<file path="src/rtl/pc_sequencer.sv">
// pc_sequencer: fetch-stage program counter with boot hold, redirect, trap vectoring and halt/resume.
module pc_sequencer #(
  parameter int              XLEN         = 32,
  parameter logic [XLEN-1:0] RESET_VECTOR = '0,
  parameter logic [XLEN-1:0] TRAP_VECTOR  = XLEN'(32'h0000_0100),
  parameter int              BOOT_HOLD    = 1,
  parameter int              INC          = 4,
  parameter int              ALIGN_BITS   = 2
) (
  input  logic            clk,
  input  logic            rst,
  input  logic            stall,
  input  logic            redirect,
  input  logic [XLEN-1:0] redirect_target,
  input  logic            trap_req,
  input  logic            halt_req,
  input  logic            resume,
  output logic [XLEN-1:0] pc,
  output logic [XLEN-1:0] pc_next_seq,
  output logic            pc_valid,
  output logic [XLEN-1:0] epc,
  output logic            misalign_trap,
  output logic [1:0]      state
);
  localparam int CW = $clog2(BOOT_HOLD + 2);
  localparam logic [XLEN-1:0] AMASK = (XLEN'(1) << ALIGN_BITS) - XLEN'(1);
  typedef enum logic [1:0] {BOOT = 2'd0, RUN = 2'd1, HALT = 2'd2} state_t;
  state_t          state_q, state_d;
  logic [CW-1:0]   cnt_q, cnt_d;
  logic [XLEN-1:0] pc_q, pc_d, epc_q, epc_d;
  logic            mis_q, mis_d;
  logic            run, misal, to_trap;
  always_ff @(posedge clk or posedge rst) begin
    if (rst) begin
      state_q <= (BOOT_HOLD == 0) ? RUN : BOOT;
      cnt_q   <= CW'(BOOT_HOLD);
      pc_q    <= RESET_VECTOR;
      epc_q   <= '0;
      mis_q   <= 1'b0;
    end else begin
      state_q <= state_d;
      cnt_q   <= cnt_d;
      pc_q    <= pc_d;
      epc_q   <= epc_d;
      mis_q   <= mis_d;
    end
  end
  // halt only wins when neither trap nor redirect is requested in the same cycle
  always_comb begin
    state_d = state_q;
    cnt_d   = cnt_q;
    case (state_q)
      BOOT: begin
        cnt_d   = cnt_q - CW'(1);
        state_d = (cnt_q <= CW'(1)) ? RUN : BOOT;
      end
      RUN:     state_d = (!trap_req && !redirect && halt_req) ? HALT : RUN;
      HALT:    state_d = resume ? RUN : HALT;
      default: state_d = BOOT;
    endcase
  end
  always_comb begin
    run     = state_q == RUN;
    misal   = redirect && |(redirect_target & AMASK);
    to_trap = run && (trap_req || misal);
    pc_d    = !run ? pc_q :
              to_trap ? TRAP_VECTOR :
              redirect ? redirect_target :
              (halt_req || stall) ? pc_q : pc_q + XLEN'(INC);
    epc_d   = to_trap ? pc_q : epc_q;
    mis_d   = run && !trap_req && misal;
  end
  assign pc            = pc_q;
  assign pc_next_seq   = pc_q + XLEN'(INC);
  assign pc_valid      = state_q == RUN;
  assign epc           = epc_q;
  assign misalign_trap = mis_q;
  assign state         = state_q;
endmodule

</file>
<file path="config.mk">
export PLATFORM = sky130hd
export DESIGN_NAME = pc_sequencer
export DESIGN_NICKNAME = d
export VERILOG_FILES = /design/src/rtl/pc_sequencer.sv
export SDC_FILE = /design/constraint.sdc
export NUM_CORES = 1
export LEC_CHECK = 0
export BUFFER_PORTS_ARGS = -buffer_cell sky130_fd_sc_hd__buf_2
export CORE_MARGIN = 3
export CORE_UTILIZATION = 35
export DETAILED_ROUTE_END_ITERATION = 8
export SLEW_MARGIN = 20
export SYNTH_ARGS = -nofsm -noshare
export SYNTH_HDL_FRONTEND = slang
export SYNTH_SLANG_ARGS = --single-unit
</file>
<file path="constraint.sdc">
create_clock -name clk -period 6.6 [get_ports clk]
set_input_delay 1.32 -clock clk [delete_from_list [all_inputs] [get_ports clk]]
set_output_delay 1.32 -clock clk [all_outputs]
set_load 0.005 [all_outputs]
</file>
==> results of run 1 <==
cells in the mapped netlist, types with 10 or more instances:
master,number,area share
dfrtp_1,68,0.45
nand2_1,34,0.034
o21ai_0,32,0.042
mux2_2,25,0.075
nor2_1,23,0.023
clkbuf_1,20,0.020
nand3_1,16,0.021
a21oi_1,15,0.020
xor2_1,15,0.035
xnor2_1,14,0.033
inv_1,10,0.010
nor3_1,10,0.013
flip-flops by register name (all words and copies together) (netlist names):
signal	flops
pc	32
state	2
misalign_trap	1
epc	32
cnt_q	2
worst max-delay path, delay by kind of cell:
family                 cells  cell delay, ps
AO/OA/AOI/OAI              1             600
buffers and inverters      1             530
multiplexers               1             500
AND/OR/NAND/NOR            2            1200
per-stage QoR:
step	hold slack (ps)	cell area, um2	util	setup WS (ps)	instances
after floorplan	473.3	3771	-	3542	388
after global routing	505.6	4715	0.4526	2431	649
final	479.0	4715	0.4526	2673	649
after global placement	461.0	4507	0.4327	2450	633
after detailed placement	466.0	4507	0.4327	2298	633
after CTS	483.9	4707	0.4519	2668	649
final timing paths:
kind,to,cells after the start,slack (ps)
max,epc[17]$_DFFE_PP0N_,5,2670
max reg2reg,epc[17]$_DFFE_PP0N_,4,3700
min,epc[10]$_DFFE_PP0N_,2,480
min reg2reg,epc[10]$_DFFE_PP0N_,2,480
min in group asynchronous,epc[24]$_DFFE_PP0N_,3,1240
max in group asynchronous,pc[14]$_DFFE_PP0P_,3,4780
cells by family after synthesis:
kind of cell	Yosys count	share of synthesized area
compound gates	90	0.1573
xor+xnor	29	0.06735
simple gates	131	0.1845
fa+ha+maj	2	0.006635
mux	27	0.07996
buf+inv	40	0.04612
flops	69	0.4582
layer usage:
layer,GRT usage,part of all wire,wire length [um],vias to the layer above
li1,-,-,-,1638
met1,0.2624,0.44,5057,1709
met2,0.3033,0.48,5477,159
met3,0.05109,0.079,905,6
met4,0.04363,0.0056,65,0
met5,0,0,0,-
power by group through the flow:
stage                     Sequential [uW]  Combinational [uW]  Clock (uW)
after floorplan                       564                 212           0
after global placement                581                 349           0
after detailed placement              584                 358           0
after CTS                             577                 359         360
after global routing                  589                 397         380
final                                 577                 355         352
layout make-up:
type,count,area (um2),area share
inverters,10,38.79,0.008227
well taps,136,170.2,0.03609
clock buffers,10,137.6,0.02919
flip-flops and latches,69,1728,0.3665
repair buffers,139,698.2,0.1481
clock inverters,6,62.56,0.01327
multi-input cells,279,1879,0.3986
==> results.tsv, run 1 <==
stage	metric	value	unit
clock_network	holdBufCountCts	0	
power	power.switching	437.5	uW
global_route	grt_pass1_wl	18020	um
power	p_comb_frac	0.276	
clock_network	cts_buffer_depth	2	
placed_design	routabilityCongestion	0.8363	
power	power_leakage	0.002425	uW
power	internal_power	846.7	uW
clock_network	root_buffer	clkbuf_8	
power	ir_drop	0.0001468	V
placed_design	dp.final_hpwl	8244	um
route	num_vias	3512	
worst_setup_path	crit_required	6830	ps
finish	layout_commonest_cell	buf_2	
timing	hold_viol_final	0	
power	pwr-share-seq	0.449	
global_route	grt_max_degree	70	
global_route	grt_usage	0.1917	
logic_synthesis	synth_edf_count	0	
worst_setup_path	r2r-start	state[0]$_DFF_PP0_	
worst_setup_path	worstSetupPathType	in2reg	
timing	maxSlewViolCount	0	
worst_setup_path	crit_chain	buf_2 -> or2_2 -> o21a_1 -> nand2_2 -> mux2_2	
placed_design	port_buffers	138	
die	start_util	0.3620	
power	clock_power_share	0.274	
timing	finalClockSkew	10.97	ps
logic_synthesis	synth_flop_cell	dfrtp_1	
clock_network	cts_setup_buffers	0	
die	die_x	109.8	um
logic_synthesis	syn_area_per_cell	9.719	um2
logic_synthesis	yosys_warnings	0	
route	drt_pre_antenna_iters	4	
timing	worst_slew_pin_slew	981.0	ps
clock_network	cts_resized	0	
die	dieArea	0.01206	mm2
timing	fin_crit	3927	ps
logic_synthesis	syn_inst	388	
worst_setup_path	cp_data_arrival_time	4150	ps
worst_setup_path	max_stage_delay	670	ps
power	p_per_area	272.4	mW/mm2
timing	max_freq	254.7	MHz
logic_synthesis	async_reset_ff_frac	1.000	
route	drt-total-wl	11510	um
finish	fin_nets	549	
finish	drive_gt1_frac	0.3840	
worst_setup_path	crit_start	redirect	
worst_setup_path	cpMaxStageDelayCell	nand2_2	
timing	rsz0062_at_grt	false	
min_path	hold_class	reg2reg	
global_route	grt-ovfl-total	0	
power	power.share.switching	0.3407	
worst_setup_path	end_kind	flip-flop	
finish	layout_common_cells	138 x buf_2, 68 x dfrtp_1, 33 x nand2_1	
min_path	hold_start	epc[10]$_DFFE_PP0N_	
clock_network	tritoncts	yes	
die	core_area	0.01042	mm2
timing	fin_setup_tns	0	ps
timing	period_share	0.5950	
route	viasPerCell	5.411	
route	drcViolationCount	0	
timing	setup_violations	0	
route	routedWlPerCell	17.73	um
logic_synthesis	ys_ff_latch	69	
finish	fill_cells	1045	
power	finalPower	1284	uW
finish	area_delta_synth_final	25.02	%
clock_network	clk_pin_slew_worst_paths	80	ps
global_route	grt_pass1_vias	3388	
logic_synthesis	synthesis.nets	429	
route	drtAntennaViolNets	0	
clock_network	clkSinkCount	69	
timing	relSlewSlack	0.3436	
logic_synthesis	synth_area	0.003771	mm2
logic_synthesis	yosysSeqAreaShare	0.4582	
outcome	status	finished, final reports clean	
worst_setup_path	crit_fanout	40	
die	num_io_pins	139	
die	rows	37	
clock_network	cts_made_buffers	9	
flow_run	max-cap-violations	0	
clock_network	cts_max_level	3	
clock_network	clk_latency	350	ps
logic_synthesis	synth_cell_types	54	
route	drt-initial-drc-count	193	
worst_setup_path	critPathLaunchType	primary input	
global_route	antenna_found_initial	0	
die	chipHeight	109.8	um
finish	diodes	0	
Power figures use the tool's default switching activity.
==> run 2, diff against run 1 <==
Clock period 6.6 ns to 3.7 ns, I/O delays scaled along.
==> run 2 against run 1 <==
  * Via count is 0.40% lower
  * Clock skew is 4.0 ps higher
  * Power is 84% higher
  * Combinational power is 84% higher
  * Sequential power is 79% higher
  * Critical path depth is 1 higher
  * Count of clock-buffer cells in the layout is 2 higher
  * Non-clock buffer count is 6 higher
  * Sequential share of layout area is 0.45 points lower
  * Cell area is 1.2% higher
  * Critical path type is now reg2out
==> results.tsv, run 2 (same netlist as run 1, synthesis figures left out) <==
stage	metric	value	unit	change
clock_network	clkSinkCount	69		unchanged
worst_setup_path	r2r-start	pc[4]$_DFFE_PP0P_		was state[0]$_DFF_PP0_
placed_design	routabilityCongestion	0.8351		was 0.8363
finish	diodes	0		unchanged
power	p_per_area	494.4	mW/mm2	was 272.4 mW/mm2
global_route	grt_pass1_vias	3298		was 3388
worst_setup_path	reg2reg_to	pc[29]$_DFFE_PP0P_		was epc[17]$_DFFE_PP0N_
clock_network	cts_made_buffers	9		unchanged
route	routedWlPerCell	17.84	um	was 17.73 um
global_route	grt-ovfl-total	0		unchanged
route	drt-total-wl	11680	um	was 11510 um
clock_network	cts_max_level	3		unchanged
route	viasPerCell	5.340		was 5.411
finish	area_delta_synth_final	26.58	%	was 25.02%
power	power_leakage	0.002465	uW	was 0.002425 uW
worst_setup_path	crit_chain	and3_1 -> nand4_2 -> nor3_1 -> nand3_1 -> xnor2_1 -> buf_2		was buf_2 -> or2_2 -> o21a_1 -> nand2_2 -> mux2_2
power	ir_drop	0.0001959	V	was 0.0001468 V
die	num_io_pins	139		unchanged
clock_network	clk_latency	360	ps	was 350 ps
finish	drive_gt1_frac	0.3854		was 0.3840
timing	relSlewSlack	0.5347		was 0.3436
route	drt-initial-drc-count	204		was 193
timing	period_share	0.9172		
min_path	hold_start	epc[11]$_DFFE_PP0N_		was epc[10]$_DFFE_PP0N_
worst_setup_path	worstSetupPathType	reg2out		was in2reg
finish	finalNonFillerCells	655		was 649
finish	fin_nets	555		was 549
timing	hold_viol_final	0		unchanged
timing	maxSlewViolCount	0		unchanged
die	core_area	0.01042	mm2	unchanged
finish	layout_commonest_cell	buf_2		unchanged
timing	max_freq	294.7	MHz	
die	die_x	109.8	um	unchanged
route	drt_pre_antenna_iters	5		was 4
global_route	grt_max_degree	58		was 70
min_path	hold_path_end	epc[11]$_DFFE_PP0N_		was epc[10]$_DFFE_PP0N_
timing	fin_setup_tns	0	ps	unchanged
global_route	grt_pass1_wl	18200	um	was 18020 um
route	drtAntennaViolNets	0		unchanged
clock_network	holdBufCountCts	0		unchanged
finish	layout_common_cells	138 x buf_2, 68 x dfrtp_1, 33 x nand2_1		unchanged
timing	finalClockSkew	14.96	ps	was 10.97 ps
placed_design	dp.cells	639		was 633
placed_design	dp.final_hpwl	8557	um	was 8244 um
worst_setup_path	reg2reg_depth	5		was 4
worst_setup_path	critPathLaunchType	flip-flop		was primary input
clock_network	cts_setup_buffers	0		unchanged
global_route	grt_usage	0.1955		was 0.1917
clock_network	cts_resized	0		unchanged
route	num_vias	3498		was 3512
die	rows	37		unchanged
timing	fin_crit	3394	ps	
worst_setup_path	crit_required	2960	ps	was 6830 ps
clock_network	root_buffer	clkbuf_8		unchanged
min_path	holdPathStages	2		unchanged
worst_setup_path	crit_fanout	10		was 40
route	drcViolationCount	0		unchanged
outcome	status	finished, final reports clean		unchanged
flow_run	max-cap-violations	0		unchanged
timing	setup_violations	0		unchanged
clock_network	clk_pin_slew_worst_paths	60	ps	was 80 ps
clock_network	cts_buffer_depth	2		unchanged
worst_setup_path	end_kind	output pin		was flip-flop
worst_setup_path	cp_data_arrival_time	2650	ps	was 4150 ps
worst_setup_path	max_stage_delay	590	ps	was 670 ps
worst_setup_path	cpMaxStageDelayCell	nor3_1		was nand2_2
die	chipHeight	109.8	um	unchanged
timing	rsz0062_at_grt	false		unchanged
placed_design	port_buffers	138		unchanged
die	dieArea	0.01206	mm2	unchanged
die	start_util	0.3620		unchanged
timing	worst_slew_pin_slew	698.0	ps	was 981.0 ps
power	finalPower	2360	uW	was 1284 uW
worst_setup_path	r2r_slack	1270	ps	was 3700 ps
global_route	antenna_found_initial	0		unchanged
clock_network	tritoncts	yes		unchanged
min_path	hold_class	reg2reg		unchanged
-- run 2: changes by cell type in the layout (fill, tap and decap cells not counted), sizes merged --
| cell | delta |
|---|---|
| inv | +1 |
| clkinv | -2 |
| buf | +6 |
| clkbuf | +2 |
| clkinvlp | -2 |
| bufinv | +1 |
-- run 2: worst max-delay path by stage --
stage,cells past startpoint,end,startpoint
6_report,6,pc_next_seq[31],pc[4]$_DFFE_PP0P_
5_1_grt,6,pc_next_seq[31],pc[4]$_DFFE_PP0P_
4_1_cts,6,pc_next_seq[31],pc[4]$_DFFE_PP0P_
3_5_place_dp,6,pc_next_seq[31],pc[4]$_DFFE_PP0P_
3_3_place_gp,6,pc_next_seq[31],pc[4]$_DFFE_PP0P_
2_1_floorplan,1,cnt_q[1]$_DFFE_PP0N_,rst
-- run 2: critical path: cells and delay by family, from the launching register on --
family / cells / cell delay (ps)
flops: 1 / 570
buf+inv: 1 / 130
xor+xnor: 1 / 150
simple gates: 4 / 1470
-- run 2: final cells by class --
cell class | instances | area (um2)
fill | 1041 | 5643
multi-input combinational | 279 | 1872
clock buffer | 12 | 135.1
sequential | 69 | 1728
inverter | 10 | 40.04
tap | 136 | 170.2
timing repair buffer | 145 | 755.7
clock inverter | 4 | 72.57
-- run 2: per-layer routing --
metal | part of all wire | track usage | up-vias
li1 | - | - | 1653
met1 | 0.43 | 0.2643 | 1674
met2 | 0.47 | 0.3124 | 158
met3 | 0.090 | 0.04756 | 13
met4 | 0.010 | 0.05254 | 0
met5 | 0 | 0 | -
-- run 2: through the flow --
stage	hold slack (ps)	cell area, um2	worst slack (ps)	utilization
after floorplan	473.3	3771	1222	-
after global placement	461.2	4564	720.6	0.4382
after detailed placement	473.5	4564	704.3	0.4382
after CTS	488.5	4772	316.5	0.4581
after global routing	518.2	4773	71.85	0.4583
final	483.7	4773	306.4	0.4583
-- run 2: report_power, final --
part / internal [uW] / switching [uW] / total (uW) / leakage [uW]
logic: 316 / 338 / 654 / 0.00144
registers: 888 / 142 / 1030 / 0.000927
clock network: 380 / 296 / 676 / 0.000101
